File: src/rtl/add_pkg.sv
// Shared types and constants for the sequential multi-byte adder.
package add_pkg;

   typedef enum logic [1:0] {
      IDLE = 2'd0,
      RUN  = 2'd1,
      DONE = 2'd2
   } state_e;

   localparam int BYTE_W = 8;

   // Bits needed to index n bytes, never less than one so NBYTES=1 still
   // gets a real counter.
   function automatic int idx_width(input int n);
      int w;
      w = 1;
      while ((1 << w) < n) w = w + 1;
      return w;
   endfunction

endpackage

File: src/rtl/prefix_adder.sv
// 8-bit parallel-prefix (Kogge-Stone) adder with carry in/out.
module prefix_adder (
   input  logic [7:0] term0,
   input  logic [7:0] term1,
   input  logic       cin,
   output logic [7:0] sum,
   output logic       cout
);

   logic [7:0] g, p, gg, pp, ng, np;
   logic [8:0] c;

   // Prefix tree over generate/propagate, then fold in cin per bit.
   always_comb begin
      g  = term0 & term1;
      p  = term0 ^ term1;
      gg = g;
      pp = p;
      ng = g;
      np = p;
      for (int d = 1; d < 8; d = d * 2) begin
         ng = gg;
         np = pp;
         for (int i = d; i < 8; i++) begin
            ng[i] = gg[i] | (pp[i] & gg[i-d]);
            np[i] = pp[i] & pp[i-d];
         end
         gg = ng;
         pp = np;
      end
      c    = {gg | (pp & {8{cin}}), cin};
      sum  = p ^ c[7:0];
      cout = c[8];
   end

endmodule

File: src/rtl/multibyte_add_seq.sv
// Wide adder that time-multiplexes one 8-bit prefix adder, LSB byte first,
// with valid/ready handshakes on both sides.
module multibyte_add_seq
   import add_pkg::*;
#(
   parameter  int NBYTES = 4,
   localparam int W      = BYTE_W * NBYTES
) (
   input  logic         clk,
   input  logic         rst_n,
   input  logic         in_valid,
   output logic         in_ready,
   input  logic [W-1:0] a,
   input  logic [W-1:0] b,
   input  logic         cin,
   output logic         out_valid,
   input  logic         out_ready,
   output logic [W-1:0] sum,
   output logic         cout,
   output logic         ovf,
   output logic         busy
);

   localparam int              IDXW = idx_width(NBYTES);
   localparam logic [IDXW-1:0] LAST = IDXW'(NBYTES - 1);

   state_e            state_q, state_d;
   logic [IDXW-1:0]   idx_q, idx_d;
   logic              carry_q, carry_d;
   logic [W-1:0]      a_q, a_d, b_q, b_d, sum_q, sum_d;
   logic              cout_q, cout_d, ovf_q, ovf_d;

   logic [BYTE_W-1:0] a_byte, b_byte, add_sum;
   logic              add_cout;

   assign a_byte = a_q[BYTE_W*idx_q +: BYTE_W];
   assign b_byte = b_q[BYTE_W*idx_q +: BYTE_W];

   prefix_adder u_add (
      .term0 (a_byte),
      .term1 (b_byte),
      .cin   (carry_q),
      .sum   (add_sum),
      .cout  (add_cout)
   );

   // Next-state: capture in IDLE, one byte per cycle in RUN, hold in DONE.
   always_comb begin
      state_d = state_q;
      idx_d   = idx_q;
      carry_d = carry_q;
      a_d     = a_q;
      b_d     = b_q;
      sum_d   = sum_q;
      cout_d  = cout_q;
      ovf_d   = ovf_q;
      case (state_q)
         IDLE: begin
            if (in_valid) begin
               a_d     = a;
               b_d     = b;
               carry_d = cin;
               idx_d   = '0;
               state_d = RUN;
            end
         end
         RUN: begin
            sum_d[BYTE_W*idx_q +: BYTE_W] = add_sum;
            carry_d = add_cout;
            if (idx_q == LAST) begin
               // Top byte just landed in sum_d, so overflow sees the final sign.
               idx_d   = '0;
               cout_d  = add_cout;
               ovf_d   = (a_q[W-1] == b_q[W-1]) && (sum_d[W-1] != a_q[W-1]);
               state_d = DONE;
            end else begin
               idx_d = idx_q + 1'b1;
            end
         end
         DONE: begin
            if (out_ready) state_d = IDLE;
         end
         default: state_d = IDLE;
      endcase
   end

   // State registers; reset aborts any operation in flight.
   always_ff @(posedge clk or negedge rst_n) begin
      if (!rst_n) begin
         state_q <= IDLE;
         idx_q   <= '0;
         carry_q <= 1'b0;
         a_q     <= '0;
         b_q     <= '0;
         sum_q   <= '0;
         cout_q  <= 1'b0;
         ovf_q   <= 1'b0;
      end else begin
         state_q <= state_d;
         idx_q   <= idx_d;
         carry_q <= carry_d;
         a_q     <= a_d;
         b_q     <= b_d;
         sum_q   <= sum_d;
         cout_q  <= cout_d;
         ovf_q   <= ovf_d;
      end
   end

   assign in_ready  = (state_q == IDLE);
   assign out_valid = (state_q == DONE);
   assign busy      = (state_q == RUN);
   assign sum       = sum_q;
   assign cout      = cout_q;
   assign ovf       = ovf_q;

endmodule

File: config.mk
export PLATFORM = sky130hd
export DESIGN_NAME = multibyte_add_seq
export DESIGN_NICKNAME = d
export VERILOG_FILES = /design/src/rtl/add_pkg.sv /design/src/rtl/prefix_adder.sv /design/src/rtl/multibyte_add_seq.sv
export SDC_FILE = /design/constraint.sdc
export NUM_CORES = 1
export LEC_CHECK = 0
export CAP_MARGIN = 20
export CORE_UTILIZATION = 45
export DETAILED_ROUTE_END_ITERATION = 6
export GPL_ROUTABILITY_DRIVEN = 0
export PLACE_DENSITY_LB_ADDON = 0.12
export SLEW_MARGIN = 10
export SYNTH_ARGS = -nofsm -noshare
export SYNTH_HDL_FRONTEND = slang
export SYNTH_SLANG_ARGS = --single-unit
export TNS_END_PERCENT = 30
File: constraint.sdc
create_clock -name clk -period 2.69 [get_ports clk]
set_input_delay 0.4035 -clock clk [delete_from_list [all_inputs] [get_ports clk]]
set_output_delay 0.4035 -clock clk [all_outputs]
set_load 0.01 [all_outputs]
[Yosys cells after proc, flatten, opt, wreduce, memory -nomap -nowiden]
Index checks and enable logic that the tools add are counted.
W data, S select, Z words.
Operators by class
  shift-type cells: 4
  bitwise operators: 56
  add/subtract/negate cells: 2
  eq/ne operators: 8
  reductions and logical operators: 7
  muxes and demuxes: 10
Operators by type and width (number)
  $shiftx A32 B6 Y8: 2
  $and A1 B1 Y1: 34
  $neg A5 Y34: 1
  $shift A8 B34 Y32 const A: 1
  $shiftx A8 B34 Y32: 1
  $bwmux W32: 1
  $or A1 B1 Y1: 17
  $and A8 B8 Y8: 2
  $xor A8 B8 Y8: 2
  $mux W2: 5
  $or A8 B8 Y8: 1
  $pmux W2 S3: 1
  $reduce_and A2 Y1: 3
  $eq A2 B2 Y1 const B: 2
  $ne A2 B1 Y1 const B: 2
  $pmux W2 S2: 1
  $reduce_and A3 Y1: 1
  $add A2 B1 Y2 const B: 1
  $eq A2 B1 Y1 const B: 1
  $logic_not A2 Y1: 1
  $ne A2 B2 Y1 const B: 1
  $pmux W1 S2: 1
  $reduce_bool A2 Y1: 1
  $eq A1 B1 Y1: 1
  3 further kinds: 3
Storage, ports and cells
  flip-flop bits (word level): 103

[Logic depth before layout (Yosys ltp)]
Gate-level depths: netlist of run 1.
  depth in word-level cells: 14
  mapped depth: 9

[Hierarchy]
Synthesis of run 1 repeated with hierarchy kept, for this count alone.
Second synthesis, totals
  cell total of the unflattened synthesis: 451
  area total of the unflattened synthesis: 4750.8 µm²
Modules (own cells, without submodules)
  multibyte_add_seq: seq. area each 2577.5 µm², area each 4430.5 µm², cells an instance 411, times used 1
  prefix_adder: seq. area each 0.0 µm², area each 320.3 µm², cells an instance 40, times used 1

[Least setup slack after synthesis of run 1]
Ideal clock, no wire load.
  path kind: flip-flop to flip-flop
  start point: register idx_q[1]
  end point: register ovf_q, in the netlist ovf
  data required time: 2611 ps
  clock period less this slack: 2678 ps
  arrival time: 2599 ps
  setup time: 79 ps
  setup slack: 12 ps
  cell stages (with the launch flop): 10
  cell sequence: dfrtp_1 clkbuf_1 buf_2 mux4_2 ha_1 a21oi_1 o22ai_2 a41oi_2 mux2i_1 mux2i_1
Between the ends
  cells in the longest elaborated chain, start to end: 13
  elaborated cells between the ends (all ways): 57
  classes of those cells: add/sub (1); eq/ne (2); shift (4); mux (1); bitwise (47); reduce/logical (2)
Ends and longest elaborated chain
  from (decl): line multibyte_add_seq.sv:28  | logic [IDXW-1:0] idx_q, idx_d;
  from (signal assigned): line multibyte_add_seq.sv:100  | idx_q <= idx_d;
  $shiftx A32 B6 Y8 (on tied branches): line multibyte_add_seq.sv:36, multibyte_add_seq.sv:37
  $xor A8 B8 Y8 / $and A8 B8 Y8 (equally long branches): line prefix_adder.sv:16, prefix_adder.sv:15
  $and A1 B1 Y1 (on tied branches): line prefix_adder.sv:25, prefix_adder.sv:26
  $or A1 B1 Y1 / $and A1 B1 Y1 (equally long branches): line prefix_adder.sv:25  | ng[i] = gg[i] | (pp[i] & gg[i-d]);
  $and A1 B1 Y1 / $or A1 B1 Y1 (equally long branches): line prefix_adder.sv:25
  $or A1 B1 Y1 / $and A1 B1 Y1 (equally long branches): line prefix_adder.sv:25
  $or A1 B1 Y1: line prefix_adder.sv:25
  $or A8 B8 Y8: line prefix_adder.sv:31  | c = {gg | (pp & {8{cin}}), cin};
  $xor A8 B8 Y8: line prefix_adder.sv:32  | sum = p ^ c[7:0];
  $shiftx A8 B34 Y32: line multibyte_add_seq.sv:68  | sum_d[BYTE_W*idx_q +: BYTE_W] = add_sum;
  $bwmux W32: line multibyte_add_seq.sv:68
  $ne A1 B1 Y1: line multibyte_add_seq.sv:74  | ovf_d = (a_q[W-1] == b_q[W-1]) && (sum_d[W-1] != a_q[W-1]);
  $logic_and A1 B1 Y1: line multibyte_add_seq.sv:74
  to (signal assigned): line multibyte_add_seq.sv:106  | ovf_q <= ovf_d;
  to (decl): line multibyte_add_seq.sv:31  | logic cout_q, cout_d, ovf_q, ovf_d;
Parallel ways exist; a longest one is shown, timed or not.
A chain may end at the register's enable or synchronous reset.

[Worst setup path in the final report of run 1]
  start point: register idx_q[0]
  end point: register sum_q[13], in the netlist sum[13]
Between the ends
  cells in the longest elaborated chain, start to end: 11
  elaborated cells between the ends (all ways): 53
  classes of those cells: add/sub (1); shift (4); mux (1); bitwise (47)
Ends and longest elaborated chain
  $shiftx A32 B6 Y8 (on tied branches): line multibyte_add_seq.sv:36, multibyte_add_seq.sv:37
  $xor A8 B8 Y8 / $and A8 B8 Y8 (equally long branches): line prefix_adder.sv:16, prefix_adder.sv:15
  $and A1 B1 Y1 (on tied branches): line prefix_adder.sv:25, prefix_adder.sv:26
  $or A1 B1 Y1 / $and A1 B1 Y1 (equally long branches): line prefix_adder.sv:25
  $and A1 B1 Y1 / $or A1 B1 Y1 (equally long branches): line prefix_adder.sv:25
  $or A1 B1 Y1 / $and A1 B1 Y1 (equally long branches): line prefix_adder.sv:25
  $or A1 B1 Y1: line prefix_adder.sv:25
  $or A8 B8 Y8: line prefix_adder.sv:31
  $xor A8 B8 Y8: line prefix_adder.sv:32
  $shiftx A8 B34 Y32: line multibyte_add_seq.sv:68
  $bwmux W32 *: line multibyte_add_seq.sv:68
  to (signal assigned): line multibyte_add_seq.sv:104  | sum_q <= sum_d;
  to (decl): line multibyte_add_seq.sv:30  | logic [W-1:0] a_q, a_d, b_q, b_d, sum_q, sum_d;
Mark *: on every way between the ends. The rest lies on a longest branch, timed or not.

==> results of run 1 <==
[cell usage after synthesis (3+ instances only)]
cell | count | area, um^2
nand3_1 | 3 | 15.0
mux2_2 | 63 | 709
nand2_1 | 20 | 75.1
buf_2 | 7 | 35.0
nor2_1 | 11 | 41.3
ha_1 | 14 | 175
dfrtp_1 | 103 | 2580
inv_1 | 8 | 30.0
a22o_1 | 24 | 210
a21oi_1 | 8 | 40.0
buf_6 | 4 | 45.0
o21ai_0 | 13 | 65.1
xnor2_1 | 3 | 26.3
mux4_2 | 16 | 360
[worst reg2reg max path, cell delays in order, from the launching register on]
cell      delay [ps]
dfrtp_2          420
buf_12           150
mux4_2           550
ha_4             260
a21oi_2          200
buf_4            150
o221ai_1         190
a21oi_2          240
xnor2_2          120
a22o_1           210
[logic make-up (layout without fill, tap and decap cells)]
family,Yosys count,after routing,synth area share
AND/OR/NAND/NOR,49,49,0.0535
buffers and inverters,22,144,0.0265
flip-flops,103,103,0.545
multiplexers,82,82,0.234
AO/OA/AOI/OAI,58,58,0.0908
adder cells (fa/ha/maj),15,15,0.0413
XOR/XNOR,5,5,0.00926
[cell type report]
class	instances	area, um^2	share of cell area
Sequential cell	103	2580	0.410
Inverter	8	30.0	0.00477
Clock buffer	9	124	0.0197
Tap cell	136	170	0.0270
Timing Repair Buffer	120	1230	0.195
Clock inverter	7	55.1	0.00875
Multi-Input combinational cell	209	2110	0.335
[power groups by stage]
| stage | Combinational (mW) | Sequential, mW | Clock, mW |
|---|---|---|---|
| 5_1_grt | 6.02 | 2.75 | 0.992 |
| 2_1_floorplan | 3.32 | 2.61 | 0 |
| 3_5_place_dp | 4.96 | 2.70 | 0 |
| 6_report | 5.54 | 2.65 | 0.901 |
| 4_1_cts | 5.02 | 2.66 | 0.926 |
| 3_3_place_gp | 4.86 | 2.66 | 0 |
[sequential cells by signal (all words and copies together) (netlist names)]
signal / flops
carry_q: 1
ovf: 1
idx_q: 2
cout: 1
b_q: 32
a_q: 32
sum: 32
state_q: 2
[final timing paths]
| path | startpoint | to | slack, ps | cells past startpoint |
|---|---|---|---|---|
| max | idx_q[0] | sum[13] | 90 | 9 |
| min reg2reg | sum[17] | sum[17] | 490 | 2 |
| min in group clk | sum[17] | sum[17] | 490 | 2 |
| max in group asynchronous | rst_n | a_q[3] | 1910 | 2 |
| min | rst_n | idx_q[1] | 80 | 1 |
| max reg2reg | idx_q[0] | sum[13] | 90 | 9 |
[layer usage]
metal  share of wire  global-route usage  vias up
met5               0                   0        -
met4           0.015              0.0663        0
met3           0.045              0.0407       14
met1            0.44               0.259     1588
li1                -                   -     1471
met2            0.50               0.325       87
[repair_timing]
| action | in CTS | in global routing |
|---|---|---|
| pin swaps | 1 | 4 |
| endpoints found under the setup margin | 4 | 13 |
| resized for setup | 2 | 13 |
| setup buffers | 0 | 4 |
[cell usage in the layout (no fill, tap or decap), types with 3 or more instances in the layout]
master,n
clkdlybuf4s50_1,104
a21oi_2,4
ha_1,10
a21oi_1,4
mux2_2,63
inv_1,8
buf_4,10
o21ai_0,13
clkbuf_8,9
nor2_1,11
mux4_2,16
nand2_1,20
buf_12,5
ha_4,3
dfrtp_1,102
a22o_1,24
==> impl_metrics.ini, run 1 <==
[clock_network]
clk_latency_ps = 370
clockBufferDepth = 2
hold_buffers = 0
htreeDepth = 3
cts_sinks = 103
numCtsBuffers = 9
cts_tree = yes
clkTransAtPathRegs_ps = 100
cts-root-buf = clkbuf_8

[setup_path]
critPathMaxStageDelay_ps = 550
path_cells = buf_12 -> mux4_2 -> ha_4 -> a21oi_2 -> buf_4 -> o221ai_1 -> a21oi_2 -> xnor2_2 -> a22o_1
critical_path_arrival_ps = 2870
path_common_cell = a21oi_2
critPathMaxFanout = 8
cp-start-kind = flop
cp-end-kind = flop
worstPathRequired_ps = 2950
slowest_stage = mux4_2
crit_family = compound AO/OA/AOI/OAI gates
path_buf_inv = 2
critPathKind = flop to flop

[synthesis]
synthDistinctLibCells = 44
synth_cells = 334
synth-edff-count = 0
ys_async_sr_fraction = 1.00
ys_ff_latch = 103
netlist_area_mm2 = 0.00473
yosysSeqAreaShare = 0.545
syn_nets = 418
yosysWarningCount = 0
yosys_most_used_dff = dfrtp_1
avgSynthCellArea_um2 = 14.2

[placed_design]
place_area_mm2 = 0.00600
preCtsSetupSlack_ps = -29.1
post-place-cells = 572
numPortBuffers = 105
hpwl_mm = 7.58

[global_routing]
grt_max_degree = 57
grtUsageTotal = 0.197
grt_pass1_vias = 3240
grt_overflow = 0
grt_pass1_wl_mm = 16.6
antenna_found_initial = 0

[die]
start_util = 0.460
dieHeight_um = 105
rows = 37
ios = 106
fp.dieW_um = 105
die_area_mm2 = 0.0109
coreArea_mm2 = 0.0103

[status]
outcome = complete, no violations

[sta]
tns_ps = 0
worst_pin_slew_ps = 729
drv_slew = 0
holdWs_ps = 82.2
fin_crit_sh = 0.968
finalHoldViolations = 0
fin_crit_ps = 2600
skew_ps = 7.25
slew_headroom = 0.514
setup_viol = 0
worst_slack_ps = 85.5
fmax_ghz = 0.384

[finish]
postLayoutCellArea_mm2 = 0.00629
nets = 535
final_util = 0.612
drive_gt1_frac = 0.289
syn_to_final_growth_pct = 33.1
layout.cells.non_filler = 592
n_fill_cell = 848
num_antenna_cells = 0

[power]
switching_share = 0.405
p_per_area_mw_per_mm2 = 1450
peakVddDrop_mv = 0.747
clkPwrFrac = 0.099
p_switching_mw = 3.69
fin_total_pwr_mw = 9.10
combinationalPowerShare = 0.609
leakage_nw = 2.61
internal_power_mw = 5.41
seq_power_share = 0.292

[routing]
vias_per_cell = 5.34
finalWirelength_mm = 10.0
wire_per_inst_um = 17.0
ant_nets = 0
drc = 0
drtIter0Drc = 85
first_pass_iters = 6
routed-via-count = 3160

[run]
maxCapViolCount = 0

[worst_hold_path]
worstHoldPathType = primary input to asynchronous set/reset pin
Power figures use the tool's default switching activity.
==> run 2: changes to the inputs <==
--- a/config.mk
+++ b/config.mk
@@ -9,6 +9,7 @@
 export CORE_UTILIZATION = 45
 export DETAILED_ROUTE_END_ITERATION = 6
 export GPL_ROUTABILITY_DRIVEN = 0
+export GPL_TIMING_DRIVEN = 0
 export PLACE_DENSITY_LB_ADDON = 0.12
 export SLEW_MARGIN = 10
 export SYNTH_ARGS = -nofsm -noshare
==> run 2 against run 1 <==
Compared with the run above: sequential cell count stayed put; non-clock buffer count is 9 higher; sequential power hardly changed; die area stayed put; fmax is 1.5% lower; worst setup slack worse by 40 ps; critical path depth is 1 lower; clock skew hardly changed; combinational power is 3.8% higher; clock power is 22% higher; register-to-register slack worse by 40 ps; critical path type unchanged; largest power group unchanged.
==> impl_metrics.ini, run 2 (same netlist as run 1, synthesis figures left out) <==
[power]
leakage_nw = 2.68
clkPwrFrac = 0.116
p_switching_mw = 3.83
seq_power_share = 0.278
combinationalPowerShare = 0.606
internal_power_mw = 5.67
peakVddDrop_mv = 0.674
switching_share = 0.403
p_per_area_mw_per_mm2 = 1470
fin_total_pwr_mw = 9.49

[global_routing]
antenna_found_initial = 0
grtUsageTotal = 0.213
met1_usage = 0.278
grt_use_met3 = 0.0370
busiest_layer = met2
grt_pass1_vias = 3370
grt_overflow = 0
grt_pass1_wl_mm = 17.9
grt_max_degree = 58
use_met2 = 0.364

[finish]
drive_gt1_frac = 0.308
final_util = 0.628
nets = 544
num_antenna_cells = 0
syn_to_final_growth_pct = 36.6
final_cell_mix = 104 x clkdlybuf4s50_1, 102 x dfrtp_1, 63 x mux2_2, 24 x a22o_1, 20 x nand2_1
layout_commonest_cell = clkdlybuf4s50_1

[routing]
routed-via-count = 3235
drc = 0
first_pass_iters = 4
ant_nets = 0
finalWirelength_mm = 10.7
drtIter0Drc = 96
vias_per_cell = 5.38
wire_per_inst_um = 17.8

[clock_network]
cts_sinks = 103
clkTransAtPathRegs_ps = 100
cts-root-buf = clkbuf_8
cts_tree = yes
htreeDepth = 3
numCtsBuffers = 9
clk_latency_ps = 360
clockBufferDepth = 2

[die]
fp.dieW_um = 105
start_util = 0.460
ios = 106
coreArea_mm2 = 0.0103
rows = 37
die_area_mm2 = 0.0109
dieHeight_um = 105

[sta]
fin_crit_ps = 2640
drv_slew = 0
fmax_ghz = 0.378
finalHoldViolations = 0
skew_ps = 7.26
fin_crit_sh = 0.983
setup_viol = 0
rsz0062_at_grt = true
slew_headroom = 0.683
worst_pin_slew_ps = 472

[setup_path]
crit_family = multiplexers
critPathKind = flop to flop
worstPathRequired_ps = 2980
r2r_slack_ps = 50
startpoint = idx_q[0]
path_buf_inv = 1
cp-start-kind = flop
critPathMaxStageDelay_ps = 550
critPathMaxFanout = 10
r2r_start = idx_q[0]
cp-end-kind = flop
slowest_stage = mux4_2
path_cells = buf_12 -> mux4_2 -> ha_4 -> a21oi_1 -> a21boi_1 -> a41oi_4 -> mux2i_2 -> mux2i_1
critical_path_arrival_ps = 2930

[status]
outcome = complete, no violations

[run]
maxCapViolCount = 0

[worst_hold_path]
worstHoldPathType = flop to flop
min_from = sum[1]

[placed_design]
hpwl_mm = 7.89
numPortBuffers = 105
run 2: cell types whose count changed in the layout (fill, tap and decap cells not counted), sizes merged:
| cell | change |
|---|---|
| clkbuf | +5 |
| clkinv | -3 |
| bufinv | +2 |
| dlygate4sd3 | +1 |
| inv | -2 |
| buf | +6 |
run 2: final timing paths:
path,endpoint,cells after the start
worst min register to register,sum[1],2
min in group asynchronous,sum[22],2
worst max register to register,ovf,8
worst max-delay path,ovf,8
worst min-delay path,sum[1],2
max in group asynchronous,a_q[3],3
run 2: repair_timing:
| item | 4_1_cts | 5_1_grt |
|---|---|---|
| hold buffers | 1 | 0 |
| pin swaps | 3 | 6 |
| endpoints found under the hold margin | 46 | 0 |
| endpoints found under the setup margin | 32 | 23 |
| buffers inserted | 1 | 7 |
| gates resized for setup | 27 | 13 |
run 2: stage by stage:
stage	setup slack (ps)	hold slack (ps)	TNS [ps]	instance area (um^2)	std cells
finish	45.5	482	0	6460	601
CTS	4.66	491	0	6350	594
detailed placement	-636	360	-12990	5980	576
global placement	-2600	462	-278280	5950	575
floorplan	11.7	108	0	4730	334
global route	-82.5	515	-258	6460	601
run 2: final cells by class:
class / instances / area (um^2)
Sequential cell: 103 / 2580
Buffer: 14 / 141
Timing Repair Buffer: 115 / 1150
Tap cell: 136 / 170
Fill cell: 829 / 3820
Multi-Input combinational cell: 209 / 2160
Clock inverter: 4 / 76.3
Clock buffer: 12 / 155
Inverter: 8 / 30.0
run 2: power by group through the flow:
stage / Combinational [mW] / Sequential, mW / Clock (mW)
2_1_floorplan: 3.32 / 2.61 / 0
3_3_place_gp: 4.68 / 2.64 / 0
3_5_place_dp: 4.79 / 2.67 / 0
4_1_cts: 5.40 / 2.64 / 1.12
5_1_grt: 6.23 / 2.74 / 1.19
6_report: 5.75 / 2.64 / 1.10
run 2: routing by layer:
layer,part of all wire,vias to the layer above
li1,-,1481
met1,0.44,1648
met2,0.51,92
met3,0.040,14
met4,0.015,0
met5,0,-
run 2: worst min-delay path, stage by stage, from the launching register on:
cell and delay (ps):
dfrtp_1 350, nand2_1 40, o21ai_0 60
